`config.mk`:
```
export PLATFORM = sky130hd
export DESIGN_NAME = gate_edge_monitor
export DESIGN_NICKNAME = d
export VERILOG_FILES = /design/src/rtl/gate_edge_monitor_pkg.sv /design/src/rtl/gate_edge_monitor_debounce.sv /design/src/rtl/gate_edge_monitor.sv
export SDC_FILE = /design/constraint.sdc
export NUM_CORES = 1
export LEC_CHECK = 0
export CAP_MARGIN = 5
export CELL_PAD_IN_SITES_DETAIL_PLACEMENT = 1
export CELL_PAD_IN_SITES_GLOBAL_PLACEMENT = 1
export CORE_ASPECT_RATIO = 0.5
export CORE_MARGIN = 8
export CORE_UTILIZATION = 46
export DETAILED_ROUTE_END_ITERATION = 8
export GPL_TIMING_DRIVEN = 0
export PLACE_DENSITY_LB_ADDON = 0.1
export SLEW_MARGIN = 40
export SYNTH_ARGS = -nofsm -noshare
export SYNTH_HDL_FRONTEND = slang
export SYNTH_SLANG_ARGS = --single-unit
```
`constraint.sdc`:
```
create_clock -name clk -period 4.9 [get_ports clk]
set_input_delay 1.47 -clock clk [delete_from_list [all_inputs] [get_ports clk]]
set_output_delay 1.47 -clock clk [all_outputs]
set_load 0.03 [all_outputs]
```
`src/rtl/gate_edge_monitor_pkg.sv`:
```
// ============================================================================
// gate_edge_monitor_pkg -- shared types for the gate edge monitor.  Rev 1.0
// ============================================================================
`default_nettype none

package gate_edge_monitor_pkg;

  localparam int CNT_W = 4;

  typedef enum logic {
    CH_A  = 1'b0,
    CH_A1 = 1'b1
  } chan_t;

  typedef struct packed {
    chan_t chan;
    logic  level;
  } evt_t;

  typedef enum logic {
    ST_STABLE  = 1'b0,
    ST_PENDING = 1'b1
  } filt_state_t;

  function automatic evt_t make_evt(input chan_t chan, input logic level);
    evt_t e;
    e.chan  = chan;
    e.level = level;
    return e;
  endfunction

endpackage

`default_nettype wire

```
`src/rtl/gate_edge_monitor_debounce.sv`:
```
// ============================================================================
// gate_debounce -- 2-flop synchronizer plus STABLE/PENDING level filter.  Rev 1.0
// ============================================================================
`default_nettype none

module gate_debounce
  import gate_edge_monitor_pkg::*;
#(
  parameter int STABLE_CYCLES = 4
) (
  input  logic clk,
  input  logic rst_n,
  input  logic din,
  output logic filt,
  output logic evt
);

  localparam logic [CNT_W-1:0] CNT_MAX = CNT_W'(STABLE_CYCLES);

  logic              sync1;
  logic              sync2;
  filt_state_t       state;
  filt_state_t       state_nxt;
  logic [CNT_W-1:0]  cnt;
  logic [CNT_W-1:0]  cnt_nxt;
  logic              filt_nxt;
  logic              evt_nxt;

  always_ff @(posedge clk or negedge rst_n) begin
    if (!rst_n) begin
      sync1 <= 1'b0;
      sync2 <= 1'b0;
      state <= ST_STABLE;
      cnt   <= '0;
      filt  <= 1'b0;
      evt   <= 1'b0;
    end else begin
      sync1 <= din;
      sync2 <= sync1;
      state <= state_nxt;
      cnt   <= cnt_nxt;
      filt  <= filt_nxt;
      evt   <= evt_nxt;
    end
  end

  // evt is registered alongside filt so the push lands in the cycle filt shows its new level
  always_comb begin
    state_nxt = state;
    cnt_nxt   = cnt;
    filt_nxt  = filt;
    evt_nxt   = 1'b0;
    case (state)
      ST_STABLE: begin
        if (sync2 != filt) begin
          state_nxt = ST_PENDING;
          cnt_nxt   = CNT_W'(1);
        end else begin
          cnt_nxt   = '0;
        end
      end
      ST_PENDING: begin
        if (sync2 == filt) begin
          state_nxt = ST_STABLE;
          cnt_nxt   = '0;
        end else if (cnt == CNT_MAX) begin
          state_nxt = ST_STABLE;
          cnt_nxt   = '0;
          filt_nxt  = ~filt;
          evt_nxt   = 1'b1;
        end else begin
          cnt_nxt   = cnt + CNT_W'(1);
        end
      end
      default: begin
        state_nxt = ST_STABLE;
        cnt_nxt   = '0;
      end
    endcase
  end

endmodule

`default_nettype wire

```
`src/rtl/gate_edge_monitor.sv`:
```
// ============================================================================
// gate_edge_monitor -- debounces two gate outputs and queues their edges.  Rev 1.0
// ============================================================================
`default_nettype none

module gate_edge_monitor
  import gate_edge_monitor_pkg::*;
#(
  parameter int STABLE_CYCLES = 4,
  parameter int FIFO_DEPTH    = 4
) (
  input  logic       clk,
  input  logic       rst_n,
  input  logic       a_in,
  input  logic       a1_in,
  output logic       a_filt,
  output logic       a1_filt,
  output logic       evt_valid,
  input  logic       evt_ready,
  output logic [1:0] evt_data,
  output logic       ovf,
  input  logic       ovf_clr
);

  localparam int              AW      = $clog2(FIFO_DEPTH);
  localparam int              SW      = AW + 2;
  localparam logic [SW-1:0]   DEPTH_W = SW'(FIFO_DEPTH);

  logic a_evt;
  logic a1_evt;

  gate_debounce #(.STABLE_CYCLES(STABLE_CYCLES)) u_deb_a (
    .clk   (clk),
    .rst_n (rst_n),
    .din   (a_in),
    .filt  (a_filt),
    .evt   (a_evt)
  );

  gate_debounce #(.STABLE_CYCLES(STABLE_CYCLES)) u_deb_a1 (
    .clk   (clk),
    .rst_n (rst_n),
    .din   (a1_in),
    .filt  (a1_filt),
    .evt   (a1_evt)
  );

  evt_t            mem [FIFO_DEPTH];
  logic [AW:0]     wr_ptr;
  logic [AW:0]     rd_ptr;
  logic [AW:0]     used;
  logic [SW-1:0]   space;
  logic [SW-1:0]   need;
  logic            pop;
  logic            slot0_en;
  logic            slot1_en;
  logic            drop;
  evt_t            slot0_data;
  evt_t            slot1_data;
  logic [AW-1:0]   wr_idx0;
  logic [AW-1:0]   wr_idx1;
  logic [AW:0]     n_wr;
  evt_t            head;

  assign used      = wr_ptr - rd_ptr;
  assign evt_valid = (wr_ptr != rd_ptr);
  assign pop       = evt_valid && evt_ready;

  // A same-cycle pop frees one slot for this cycle's pushes
  assign space     = DEPTH_W - SW'(used) + SW'(pop);
  assign need      = SW'(a_evt) + SW'(a1_evt);

  // Events fill slots in channel order; whatever does not fit is dropped
  assign slot0_en   = (a_evt || a1_evt) && (space != '0);
  assign slot1_en   = a_evt && a1_evt && (space >= SW'(2));
  assign drop       = (need > space);
  assign slot0_data = a_evt ? make_evt(CH_A, a_filt) : make_evt(CH_A1, a1_filt);
  assign slot1_data = make_evt(CH_A1, a1_filt);
  assign wr_idx0    = wr_ptr[AW-1:0];
  assign wr_idx1    = wr_idx0 + AW'(1);
  assign n_wr       = (AW+1)'(slot0_en) + (AW+1)'(slot1_en);

  always_ff @(posedge clk) begin
    if (slot0_en) mem[wr_idx0] <= slot0_data;
    if (slot1_en) mem[wr_idx1] <= slot1_data;
  end

  always_ff @(posedge clk or negedge rst_n) begin
    if (!rst_n) begin
      wr_ptr <= '0;
      rd_ptr <= '0;
      ovf    <= 1'b0;
    end else begin
      wr_ptr <= wr_ptr + n_wr;
      if (pop) rd_ptr <= rd_ptr + (AW+1)'(1);
      if (drop)         ovf <= 1'b1;
      else if (ovf_clr) ovf <= 1'b0;
    end
  end

  assign head     = mem[rd_ptr[AW-1:0]];
  assign evt_data = evt_valid ? head : 2'b00;

endmodule

`default_nettype wire

```
**Yosys cells after proc, flatten, opt, wreduce, memory -nomap -nowiden**

Memories as Yosys holds them, arrays and structs flattened.
Cells that the tools add are included.
W data, S select, Z words.

- Eq/ne operators: 7
- Add/subtract/negate cells: 10
- Bitwise logic cells: 6
- Multiply operators: 0
- $lt $le $gt $ge: 2
- Shifts and indexed selects: 0
- Reductions and logical operators: 9
- Divide/modulo/power cells: 0
- Multiplexer cells: 30

Operators with widths:

| operator | count |
|---|---|
| $mux W1 | 20 |
| $mux W4 | 4 |
| $pmux W4 S2 | 2 |
| $add A4 B1 Y4 const B | 2 |
| $eq A4 B3 Y1 const B | 2 |
| $not A1 Y1 | 6 |
| $reduce_and A3 Y1 | 2 |
| $add A1 B1 Y2 | 2 |
| $add A4 B1 Y4 | 1 |
| $ge A4 B2 Y1 const B | 1 |
| $gt A2 B4 Y1 | 1 |
| $logic_and A1 B1 Y1 | 4 |
| $mux W2 | 2 |
| $pmux W1 S2 | 2 |
| $reduce_bool A4 Y1 | 1 |
| $sub A3 B3 Y4 const A | 1 |
| $add A3 B1 Y3 const B | 1 |
| $add A3 B2 Y3 | 1 |
| $ne A3 B3 Y1 | 1 |
| $sub A3 B3 Y3 | 1 |
| $add A2 B1 Y2 const B | 1 |
| $eq A1 B1 Y1 | 2 |
| $ne A1 B1 Y1 | 2 |
| $reduce_bool A2 Y1 | 1 |
| $logic_or A1 B1 Y1 | 1 |

- Register bits: 25
- Memories: 1
- Memory bits (writable): 8
- Word-level logic and storage cells: 80
- ROM bits: 0
- Bits in latches: 0

Memories:

| name | words | bits a word | read ports | clocked after memory_dff | wr ports | line | text |
|---|---|---|---|---|---|---|---|
| mem | 4 | 2 | 1 | 0 | 2 | gate_edge_monitor.sv:48 | `evt_t mem [FIFO_DEPTH];` |

**Longest topological paths before layout**

- Word-level depth: 7
- Depth in mapped cells: 14
- Depth with buffers taken out: 14

**Hierarchy**

From an unflattened synthesis, not the netlist that was laid out.

- Cells, all modules: 152
- Area, all modules: 1764.2 um2

By module, submodules not included:

| module | sequential area each (um2) | area each (um2) | cells an instance | instances |
|---|---|---|---|---|
| gate_edge_monitor | 375.4 | 1023.5 | 96 | 1 |
| gate_debounce | 225.2 | 370.4 | 28 | 2 |

**Worst setup path before layout**

Ideal clock, no wire load.

- Path type: input to register
- From: input evt_ready
- To: register wr_ptr[2]
- Stages: 11
- Arrival time: 3.716 ns
- Data required time: 4.772 ns
- Path slack: 1.056 ns
- Cell sequence: nand2_1 -> ha_1 -> inv_1 -> ha_1 -> or3b_2 -> mux2_4 -> o21ai_2 -> inv_1 -> fa_1 -> ha_1 -> xor2_1

- Longest elaborated chain between the ends: 6

RTL lines:

| what | line | text |
|---|---|---|
| start: declaration | gate_edge_monitor.sv:19 | `input logic evt_ready,` |
| $logic_and A1 B1 Y1 (*) | gate_edge_monitor.sv:67 | `assign pop = evt_valid && evt_ready;` |
| $add A4 B1 Y4 (*) | gate_edge_monitor.sv:70 | `assign space = DEPTH_W - SW'(used) + SW'(pop);` |
| $ge A4 B2 Y1 or $reduce_bool A4 Y1 (tied branches) | gate_edge_monitor.sv:75, gate_edge_monitor.sv:74 |  |
| $logic_and A1 B1 Y1, on equally long branches | gate_edge_monitor.sv:75, gate_edge_monitor.sv:74 |  |
| $add A1 B1 Y2 (*) | gate_edge_monitor.sv:81 | `assign n_wr = (AW+1)'(slot0_en) + (AW+1)'(slot1_en);` |
| $add A3 B2 Y3 (*) | gate_edge_monitor.sv:94 | `wr_ptr <= wr_ptr + n_wr;` |
| end signal: assignment | gate_edge_monitor.sv:94 |  |
| end: declaration | gate_edge_monitor.sv:49 | `logic [AW:0] wr_ptr;` |

Mark *: on every way between the ends. The rest lies on a longest branch, timed or not.
A chain may end at the register's enable or synchronous reset.

**Worst setup path after layout**

Ends and elaborated chain as after synthesis.

==> summary.md <==
| Metric | Value |
|---|---|
| Fin crit period | `4.294 ns` |
| DR pass1 iterations | `4` |
| Number of enable flip-flop cells after synthesis | `4` |
| Area contributors post-synth | `dfrtp_1 36%, ha_1 10%, edfxtp_1 6.9%, dfxtp_1 4.6%, inv_1 3.7%` |
| Count of unresolved DRC violations after routing | `0` |
| Critical Path Source Type | `primary input` |
| Max cap viols | `0` |
| Clock network fraction of design power | `19.0%` |
| CP endpoint kind | `register` |
| Final setup TNS | `0 ns` |
| Final period utilization | `87.64%` |
| Area added between synthesis and finish | `15.56%` |
| Sequential group share of total power | `33.4%` |
| Yosys synthesis warning count | `0` |
| Wire length of the first global-routing pass | `6189 µm` |
| CP peak stage delay | `0.47 ns` |
| Area of the die | `6117 µm²` |
| Starting utilization of the core area | `49.22%` |
| Fraction of met3 tracks used by global routing | `4.450%` |
| Chain of cells forming the critical path | `clkdlybuf4s50_1 -> nand2_1 -> ha_1 -> inv_1 -> ha_1 -> or3b_2 -> mux2_4 -> o21ai_2 -> inv_1 -> fa_1 -> ha_1 -> xor2_1` |
| Die Span Y | `59.45 µm` |
| Clock sinks | `33` |
| Most numerous cell in the Yosys netlist | `dfrtp_1` |
| Power dissipated by switching net loads | `463.7 µW` |
| Total congestion overflow | `0` |
| Gates resized, CTS repair | `0` |
| Detailed-route vias per instance | `5.215` |
| Total via count in the routed design | `1189` |
| Cell row count | `15` |
| Die Span X | `102.9 µm` |
| Estimated wirelength of the detail-placed design | `2627 µm` |
| Antenna violations before repair | `0` |
| Avg Inst Size Synth | `10.99 µm²` |
| Share of total power in combinational logic | `47.6%` |
| Drt total wl | `3615 µm` |
| CTS tree | `yes` |
| Net count after synthesis | `180` |
| Internal portion of total power | `703.1 µW` |
| Port bufs | `11` |
| Design area | `2007 µm²` |
| GR Layer Usage met2 | `22.70%` |
| Layout cells sized above 1 | `10.17%` |
| Cell seen most often among critical-path stages | `ha_1` |
| Seq cells post-synth | `33` |
| Highest clock rate | `0.2329 GHz` |
| Count of pins over their slew limit | `0` |
| Hold-fix buffers, CTS | `0` |
| Total standard cell area after synthesis | `1737 µm²` |
| Met1 track demand over resource in global routing | `16.05%` |
| Cell area reported after detailed placement | `1906 µm²` |
| Number of cells produced by synthesis | `158` |
| H-Tree Level Count | `2` |
| Final ANT Viol Nets | `0` |
| Average detailed-routed wire length per instance | `15.86 µm` |
| Count of unique library cells instantiated by Yosys | `37` |
| Clock slew at reported path FFs | `0.06 ns` |
| Worst path required time | `5.06 ns` |
| Max Fanout on Critical Path | `6` |
| Seq/Total Area, Yosys | `47.55%` |
| Share of total power consumed by net switching | `39.74%` |
| Slew at the pin closest to its max-slew limit | `0.5685 ns` |
| Number of buffers inserted by post-CTS setup repair | `0` |
| Final hold violation count | `0` |
| Top cells by instance count after synthesis | `25 x dfrtp_1, 17 x inv_1, 14 x ha_1` |
| Highest-delay cell along the critical path | `clkdlybuf4s50_1` |
| Pin count of the biggest net entering global routing | `26` |
| Worst VDD drop | `211.3 µV` |
| Net count of the finished layout | `198` |
| Worst min-delay path category | `register to register` |
| Proportion of netlist area held by the largest area contributor | `36.02%` |
| Number of global-route vias before repair | `1321` |
| Clk Latency, worst-skew pair | `0.28 ns` |
| Clock root cell | `clkbuf_8` |
| Total routing usage reported by global routing | `13.45%` |
| Placer Congestion | `0.8059` |
| Result of the run | `finished clean` |
| Core ar. | `3528 µm²` |
| Num ports | `12` |
| Largest area contributor in the netlist | `dfrtp_1` |
| Iter 0 DRT Violations | `14` |
| Most used routing layer | `met2` |
| Final-report setup violation count | `0` |
| Buffer depth of the longest clock path | `2` |
| Worst Skew | `0.002902 ns` |
| Async set-reset flop share out of synthesis | `75.76%` |
| Diode insertion count for antenna repair | `0` |
| Cell leakage power | `0.0009073 µW` |
| Startpoint-to-endpoint class of the critical path | `primary input to register` |
| Cell area power density | `581.3 nW/µm²` |
| Synth Flop Type | `dfrtp_1` |
| Signal arrival time at the worst endpoint | `4.45 ns` |
| Unrepaired setup endpoints after global routing | `no` |
| Clock buffer count from CTS | `5` |
| Headroom to the max-slew limit | `62.10%` |
cell usage in the layout, fill, tap and decap left out, drive strengths merged:
cell / count
a211o: 1
buf: 1
clkinv: 2
nor3: 7
mux2: 3
o211ai: 2
o211a: 1
nand3: 5
dfxtp: 4
fa: 2
clkdlybuf4s50: 10
nor2b: 1
xnor2: 5
nor4: 1
mux4: 2
or3b: 1
dfrtp: 25
nand2: 13
xnor3: 1
o21ai: 6
o21bai: 1
a21boi: 2
mux2i: 1
edfxtp: 4
o22ai: 7
nand4: 2
and2: 8
ha: 14
or3: 1
and3b: 2
nor2: 2
inv: 18
clkbuf: 9
xor2: 5
a21oi: 4
and3: 4
flip-flops by register name, indices dropped and copies added, names as in the netlist, 3 cells and up:
name and cells:
u_deb_a.cnt 4, rd_ptr 3, mem 8, wr_ptr 3
u_deb_a1.cnt 4
through the flow:
stage | cells | hold WS (ns) | util [%] | power, µW | setup WS [ns]
after detailed placement | 220 | 0.3363 | 54.01 | 955.4 | 0.2792
after global placement | 220 | 0.3315 | 54.15 | 919.2 | 0.3186
final | 228 | 0.3518 | 56.88 | 1167 | 0.6056
after global routing | 228 | 0.3640 | 56.88 | 1256 | 0.4490
after CTS | 228 | 0.3516 | 56.88 | 1184 | 0.5817
after floorplan | 158 | 0.3312 | - | 780.9 | 1.056
final timing paths:
path	start	endpoint	slack [ns]	cells past startpoint
min reg2reg	u_deb_a1.sync1$_DFF_PN0_	u_deb_a1.sync2$_DFF_PN0_	0.35	0
max reg2reg	wr_ptr[0]$_DFF_PN0_	wr_ptr[2]$_DFF_PN0_	0.91	14
min in group asynchronous	rst_n	u_deb_a.cnt[1]$_DFF_PN0_	1.18	1
max	evt_ready	wr_ptr[2]$_DFF_PN0_	0.61	12
max in group asynchronous	rst_n	rd_ptr[0]$_DFFE_PN0P_	3.34	1
min	u_deb_a1.sync1$_DFF_PN0_	u_deb_a1.sync2$_DFF_PN0_	0.35	0
worst max-delay path, delay by kind of cell:
family | cells | cell delay [ns]
AO/OA/AOI/OAI | 1 | 0.26
XOR/XNOR | 1 | 0.16
adder cells (fa/ha/maj) | 4 | 1.01
buffers and inverters | 3 | 0.67
multiplexers | 1 | 0.31
AND/OR/NAND/NOR | 2 | 0.57
power groups by stage:
stage / clock network, µW / logic [µW] / registers, µW
after floorplan: 0 / 391 / 390
after global placement: 0 / 527 / 392
after detailed placement: 0 / 560 / 395
after CTS: 228 / 565 / 391
after global routing: 242 / 613 / 401
final: 222 / 555 / 389
cells by family (layout without fill, tap and decap cells):
kind of cell	count (synthesis)	count (layout)	share of synthesized area (%)
buffers and inverters	21	40	4.539
flip-flops	33	33	47.55
XOR/XNOR	11	11	6.340
AND/OR/NAND/NOR	47	47	14.34
multiplexers	6	6	5.331
adder cells (fa/ha/maj)	16	16	12.39
AO/OA/AOI/OAI	24	24	9.510
cell type report:
cell class / instances / area (µm²)
Fill cell: 407 / 1521
Multi-Input combinational cell: 104 / 832.0
Sequential cell: 33 / 825.8
Timing Repair Buffer: 11 / 105.1
Clock buffer: 7 / 96.34
Inverter: 19 / 71.32
Tap cell: 51 / 63.81
Buffer: 2 / 7.507
Clock inverter: 1 / 5.005
metal layers:
| metal | vias to the layer above | share of wire, % |
|---|---|---|
| met4 | 0 | 0.64 |
| met3 | 5 | 3.8 |
| met5 | - | 0 |
| met1 | 594 | 46 |
| met2 | 13 | 49 |
| li1 | 577 | - |
Power figures use the tool's default switching activity.
